--- src/rtl/mips_multicycle_control.sv ---
// Multicycle MIPS control unit: a single FSM steps each instruction through
// fetch, decode, execute, memory and writeback. It drives the shared-datapath
// control signals as a combinational decode of the current state, plus OP/Funct.
//
// Ports:
//   clk, reset         rising-edge clock; asynchronous active-high reset
//   OP, Funct          IR[31:26] and IR[5:0]; the IR is valid from DECODE onward
//   mem_ready          memory access completes this cycle
//   PCWrite, BranchEQ, BranchNE, PCSource   PC update control
//   IorD, MemRead, MemWrite, IRWrite        unified memory / IR control
//   MemtoReg, RegDst, RegWrite              register-file writeback control
//   ALUSrcA, ALUSrcB, ALUOp                 ALU operand and operation select
//   illegal_op         one-cycle pulse in DECODE for an undecodable instruction
//   state_o            current state encoding, for debug
module mips_multicycle_control #(
    parameter int unsigned ALUOP_W = 3,
    parameter bit          JAL_EN  = 1'b1,
    parameter bit          WAIT_EN = 1'b1
) (
    input  logic               clk,
    input  logic               reset,
    input  logic [5:0]         OP,
    input  logic [5:0]         Funct,
    input  logic               mem_ready,
    output logic               PCWrite,
    output logic               BranchEQ,
    output logic               BranchNE,
    output logic               IorD,
    output logic               MemRead,
    output logic               MemWrite,
    output logic               IRWrite,
    output logic [1:0]         MemtoReg,
    output logic [1:0]         RegDst,
    output logic               RegWrite,
    output logic               ALUSrcA,
    output logic [1:0]         ALUSrcB,
    output logic [ALUOP_W-1:0] ALUOp,
    output logic [1:0]         PCSource,
    output logic               illegal_op,
    output logic [3:0]         state_o
);

    typedef enum logic [3:0] {
        FETCH    = 4'd0,
        DECODE   = 4'd1,
        R_EXEC   = 4'd2,
        R_WB     = 4'd3,
        I_EXEC   = 4'd4,
        I_WB     = 4'd5,
        MEM_ADDR = 4'd6,
        MEM_RD   = 4'd7,
        MEM_WB   = 4'd8,
        MEM_WR   = 4'd9,
        BRANCH   = 4'd10,
        JUMP     = 4'd11,
        JAL_ST   = 4'd12,
        JR       = 4'd13
    } state_t;

    localparam logic [5:0] OP_RTYPE = 6'h00;
    localparam logic [5:0] OP_J     = 6'h02;
    localparam logic [5:0] OP_JAL   = 6'h03;
    localparam logic [5:0] OP_BEQ   = 6'h04;
    localparam logic [5:0] OP_BNE   = 6'h05;
    localparam logic [5:0] OP_ADDI  = 6'h08;
    localparam logic [5:0] OP_ANDI  = 6'h0c;
    localparam logic [5:0] OP_ORI   = 6'h0d;
    localparam logic [5:0] OP_LUI   = 6'h0f;
    localparam logic [5:0] OP_LW    = 6'h23;
    localparam logic [5:0] OP_SW    = 6'h2b;
    localparam logic [5:0] FN_JR    = 6'h08;

    localparam logic [2:0] ALU_ADD   = 3'b100;
    localparam logic [2:0] ALU_SUB   = 3'b001;
    localparam logic [2:0] ALU_RTYPE = 3'b111;
    localparam logic [2:0] ALU_OR    = 3'b101;
    localparam logic [2:0] ALU_AND   = 3'b110;
    localparam logic [2:0] ALU_LUI   = 3'b010;

    state_t     state;
    state_t     stateNext;
    logic [2:0] aluOp3;
    logic       memDone;

    // State register
    always_ff @(posedge clk or posedge reset) begin
        if (reset) begin
            state <= FETCH;
        end else begin
            state <= stateNext;
        end
    end

    // Memory completion. Gated by reset so that FETCH shows no IR/PC load while reset is held.
    assign memDone = (mem_ready || !WAIT_EN) && !reset;

    // Next-state and control decode
    always_comb begin
        stateNext  = state;
        PCWrite    = 1'b0;
        BranchEQ   = 1'b0;
        BranchNE   = 1'b0;
        IorD       = 1'b0;
        MemRead    = 1'b0;
        MemWrite   = 1'b0;
        IRWrite    = 1'b0;
        MemtoReg   = 2'd0;
        RegDst     = 2'd0;
        RegWrite   = 1'b0;
        ALUSrcA    = 1'b0;
        ALUSrcB    = 2'd0;
        aluOp3     = 3'b000;
        PCSource   = 2'd0;
        illegal_op = 1'b0;

        case (state)
            FETCH: begin
                MemRead = 1'b1;
                if (memDone) begin
                    IRWrite   = 1'b1;
                    ALUSrcB   = 2'd1;
                    aluOp3    = ALU_ADD;
                    PCWrite   = 1'b1;
                    stateNext = DECODE;
                end
            end
            DECODE: begin
                // Branch target is precomputed here while the instruction is classified
                ALUSrcB = 2'd2;
                aluOp3  = ALU_ADD;
                case (OP)
                    OP_RTYPE: begin
                        if (Funct != FN_JR) begin
                            stateNext = R_EXEC;
                        end else if (JAL_EN) begin
                            stateNext = JR;
                        end else begin
                            stateNext  = FETCH;
                            illegal_op = 1'b1;
                        end
                    end
                    OP_ADDI, OP_ORI, OP_ANDI, OP_LUI: stateNext = I_EXEC;
                    OP_LW, OP_SW:                     stateNext = MEM_ADDR;
                    OP_BEQ, OP_BNE:                   stateNext = BRANCH;
                    OP_J:                             stateNext = JUMP;
                    OP_JAL: begin
                        if (JAL_EN) begin
                            stateNext = JAL_ST;
                        end else begin
                            stateNext  = FETCH;
                            illegal_op = 1'b1;
                        end
                    end
                    default: begin
                        stateNext  = FETCH;
                        illegal_op = 1'b1;
                    end
                endcase
            end
            R_EXEC: begin
                ALUSrcA   = 1'b1;
                aluOp3    = ALU_RTYPE;
                stateNext = R_WB;
            end
            R_WB: begin
                RegDst    = 2'd1;
                RegWrite  = 1'b1;
                stateNext = FETCH;
            end
            I_EXEC: begin
                ALUSrcA = 1'b1;
                case (OP)
                    OP_ORI: begin
                        ALUSrcB = 2'd3;
                        aluOp3  = ALU_OR;
                    end
                    OP_ANDI: begin
                        ALUSrcB = 2'd3;
                        aluOp3  = ALU_AND;
                    end
                    OP_LUI: begin
                        ALUSrcB = 2'd3;
                        aluOp3  = ALU_LUI;
                    end
                    default: begin
                        ALUSrcB = 2'd2;
                        aluOp3  = ALU_ADD;
                    end
                endcase
                stateNext = I_WB;
            end
            I_WB: begin
                RegWrite  = 1'b1;
                stateNext = FETCH;
            end
            MEM_ADDR: begin
                ALUSrcA   = 1'b1;
                ALUSrcB   = 2'd2;
                aluOp3    = ALU_ADD;
                stateNext = (OP == OP_LW) ? MEM_RD : MEM_WR;
            end
            MEM_RD: begin
                MemRead = 1'b1;
                IorD    = 1'b1;
                if (memDone) begin
                    stateNext = MEM_WB;
                end
            end
            MEM_WB: begin
                MemtoReg  = 2'd1;
                RegWrite  = 1'b1;
                stateNext = FETCH;
            end
            MEM_WR: begin
                // Held every wait cycle; memory commits only on the ready cycle
                MemWrite = 1'b1;
                IorD     = 1'b1;
                if (memDone) begin
                    stateNext = FETCH;
                end
            end
            BRANCH: begin
                ALUSrcA   = 1'b1;
                aluOp3    = ALU_SUB;
                PCSource  = 2'd1;
                BranchEQ  = (OP == OP_BEQ);
                BranchNE  = (OP == OP_BNE);
                stateNext = FETCH;
            end
            JUMP: begin
                PCSource  = 2'd2;
                PCWrite   = 1'b1;
                stateNext = FETCH;
            end
            JAL_ST: begin
                // PC already holds PC+4, so it is the link value
                RegDst    = 2'd2;
                MemtoReg  = 2'd2;
                RegWrite  = 1'b1;
                PCSource  = 2'd2;
                PCWrite   = 1'b1;
                stateNext = FETCH;
            end
            JR: begin
                PCSource  = 2'd3;
                PCWrite   = 1'b1;
                stateNext = FETCH;
            end
            default: stateNext = FETCH;
        endcase
    end

    assign ALUOp   = ALUOP_W'(aluOp3);
    assign state_o = state;

endmodule

--- config.mk ---
export PLATFORM = sky130hd
export DESIGN_NAME = mips_multicycle_control
export DESIGN_NICKNAME = d
export VERILOG_FILES = /design/src/rtl/mips_multicycle_control.sv
export SDC_FILE = /design/constraint.sdc
export NUM_CORES = 1
export LEC_CHECK = 0
export CELL_PAD_IN_SITES_DETAIL_PLACEMENT = 1
export CELL_PAD_IN_SITES_GLOBAL_PLACEMENT = 1
export CORE_MARGIN = 8
export CORE_UTILIZATION = 26
export DETAILED_ROUTE_END_ITERATION = 12
export PLACE_DENSITY_LB_ADDON = 0.1
export SYNTH_ARGS = -nofsm -noshare
export SYNTH_HDL_FRONTEND = slang
export SYNTH_SLANG_ARGS = --single-unit
export TNS_END_PERCENT = 1
--- constraint.sdc ---
create_clock -name clk -period 2.8 [get_ports clk]
set_clock_uncertainty 0.1 [all_clocks]
set_input_delay 0.28 -clock clk [delete_from_list [all_inputs] [get_ports clk]]
set_output_delay 0.28 -clock clk [all_outputs]
set_load 0.005 [all_outputs]
==> results.json <==
{
  "r2r_slack_ps": 1210,
  "cp-end-kind": "output pin",
  "crit_chain": "clkdlybuf4s50_1 > or3_2 > nor2_1 > nand3_1 > nor2_1 > clkdlybuf4s50_1",
  "grt-ovfl-total": 0,
  "status": "finished clean",
  "fmax_ghz": 0.393,
  "grt_pass1_wl_um": 4400,
  "grt_pass1_vias": 1004,
  "avgSynthCellArea_um2": 6.34,
  "cts_tree": "built",
  "crit_path_top_delay_cell": "or3_2",
  "timing.rr.end": "state_o[1]",
  "avgRoutedWirePerCell_um": 14.5,
  "synth_edf_count": 0,
  "place_congestion": 0.852,
  "p_per_area_nw_per_um2": 245,
  "vias": 936,
  "synth_cell_types": 36,
  "hold_viol": 0,
  "path_class": "input port to output pin",
  "path_buf_inv": 2,
  "start_util_pct": 26.7,
  "layout_common_cells": "clkdlybuf4s50_1 (39), nor2_1 (17), a21oi_1 (15), o21ai_0 (10)",
  "post-cts-setup-buffers": 0,
  "vias_per_cell": 5.06,
  "reg2regPathDepth": 5,
  "layout-drive-gt1-share_pct": 10.4,
  "htree_levels": 1,
  "grt_usage_pct": 11.6,
  "critical-path-top-delay-family": "buffers and inverters",
  "slowest_delay_ps": 560,
  "fillCellCount": 367,
  "post_cts_resized": 0,
  "die_area_um2": 4690,
  "dr.pass1.iters": 3,
  "synth_seq_cells": 4,
  "wl_um": 2680,
  "synth_top_area_share_pct": 14.0,
  "clock_latency_ps": 230,
  "largest_reg_flops": 4,
  "post-place-ws_ps": 248,
  "coreArea_um2": 2690,
  "final_common_cell": "clkdlybuf4s50_1",
  "yosysSeqAreaShare_pct": 14.0,
  "maxCapViolCount": 0,
  "cts_inserted_buffers": 3,
  "antenna_cells": 0,
  "start_kind": "input port",
  "port_buffers": 39,
  "syn_to_final_growth_pct": 61.4,
  "num_rows": 19,
  "postSynthNetCount": 128,
  "post-route-util_pct": 43.1,
  "clk_path_buf_depth": 2,
  "die_w_um": 68.5,
  "grt_max_degree": 19,
  "post-route-period-util_pct": 90.8,
  "critPathMaxFanout": 6,
  "synth_top_cell_by_area": "dfrtp_1",
  "root_buffer": "clkbuf_4",
  "synth_ff_type": "dfrtp_1",
  "final-setup-viol-count": 0,
  "async_flop_share_pct": 100,
  "drtAntennaViolNets": 0,
  "ctsHoldBuffers": 0,
  "setup_ws_ps": 256,
  "hp-class": "input port to asynchronous set/reset pin",
  "ys.warnings.count": 0,
  "dp_hpwl_um": 2220,
  "ir_drop_v": 0.000177,
  "synth_cells": 113,
  "fin_cells": 185,
  "antenna_found_initial": 0,
  "ios": 40,
  "slew_violations": 0,
  "netlist_top_cells_area": "dfrtp_1 (14%), a21oi_1 (10%), nor2_1 (8.9%)",
  "dp_cells": 182,
  "r2r_start": "state_o[0]",
  "worst_slew_pin_slew_ps": 464,
  "tns_ps": 0,
  "max_slew_margin_pct": 69.0,
  "cp.required_ps": 2420,
  "critPathArrivalTime_ps": 2160,
  "p_leak_uw": 0.000416,
  "route.detailed.drc": 0,
  "clkTransAtPathRegs_ps": 40,
  "period_needed_ps": 2540,
  "drtIter0Drc": 63,
  "layout.nets": 171,
  "rsz0062_at_grt": "false",
  "die_y_um": 68.5,
  "syn_area_um2": 717,
  "cts.sinks": 4
}
how the worst max path moves through the flow:
stage,cells past startpoint,from,endpoint
6_report,6,OP[3],BranchEQ
2_1_floorplan,6,state_o[2],ALUOp[0]
5_1_grt,7,state_o[2],BranchEQ
3_5_place_dp,6,OP[3],BranchEQ
4_1_cts,6,OP[3],BranchEQ
3_3_place_gp,6,OP[3],BranchEQ
Yosys cell counts, drive strengths merged, types with 2 or more instances:
cell / number
dfrtp: 4
nor2: 17
nor3: 6
nand3: 3
a21oi: 15
o21ai: 12
clkbuf: 4
buf: 4
inv: 4
nor4: 2
nand2: 7
o22ai: 2
nor2b: 5
or3: 4
nand2b: 7
metal layers:
| layer | routed length [µm] | track usage, % | vias to the layer above |
|---|---|---|---|
| met5 | 0 | 0 | - |
| met4 | 8 | 3.07 | 0 |
| met3 | 115 | 0.808 | 2 |
| met2 | 1380 | 22.9 | 23 |
| met1 | 1180 | 12.9 | 431 |
| li1 | - | - | 480 |
per-stage QoR:
step | power (µW) | hold WS, ps | instance area, µm²
global placement | 214 | 419 | 1130
CTS | 287 | 184 | 1160
detailed placement | 216 | 425 | 1130
global route | 309 | 209 | 1160
floorplan | 140 | -53.9 | 717
finish | 284 | 183 | 1160
power breakdown:
group          total (µW)  internal [µW]  switching [µW]
registers            66.0           61.3            4.71
clock network        69.8           47.8            22.0
logic                 148           81.9            65.8
total                 284            191            92.5
layout make-up:
type	instances	area, µm²	share of cell area [%]
clock buffer	3	22.5	1.95
tap	31	38.8	3.35
timing repair buffer	46	443	38.3
inverter	4	15.0	1.30
multi-input combinational	97	538	46.5
sequential	4	100	8.65
cells by family (layout without fill, tap and decap cells):
kind of cell / after synthesis / after routing / synth area share (%)
and+or+nand+nor: 61 / 61 / 46.3
AOI/OAI and AO/OA: 36 / 36 / 28.8
buffers and inverters: 12 / 53 / 11.0
DFF: 4 / 4 / 14.0
No activity file was read; power rests on OpenSTA's default activity.
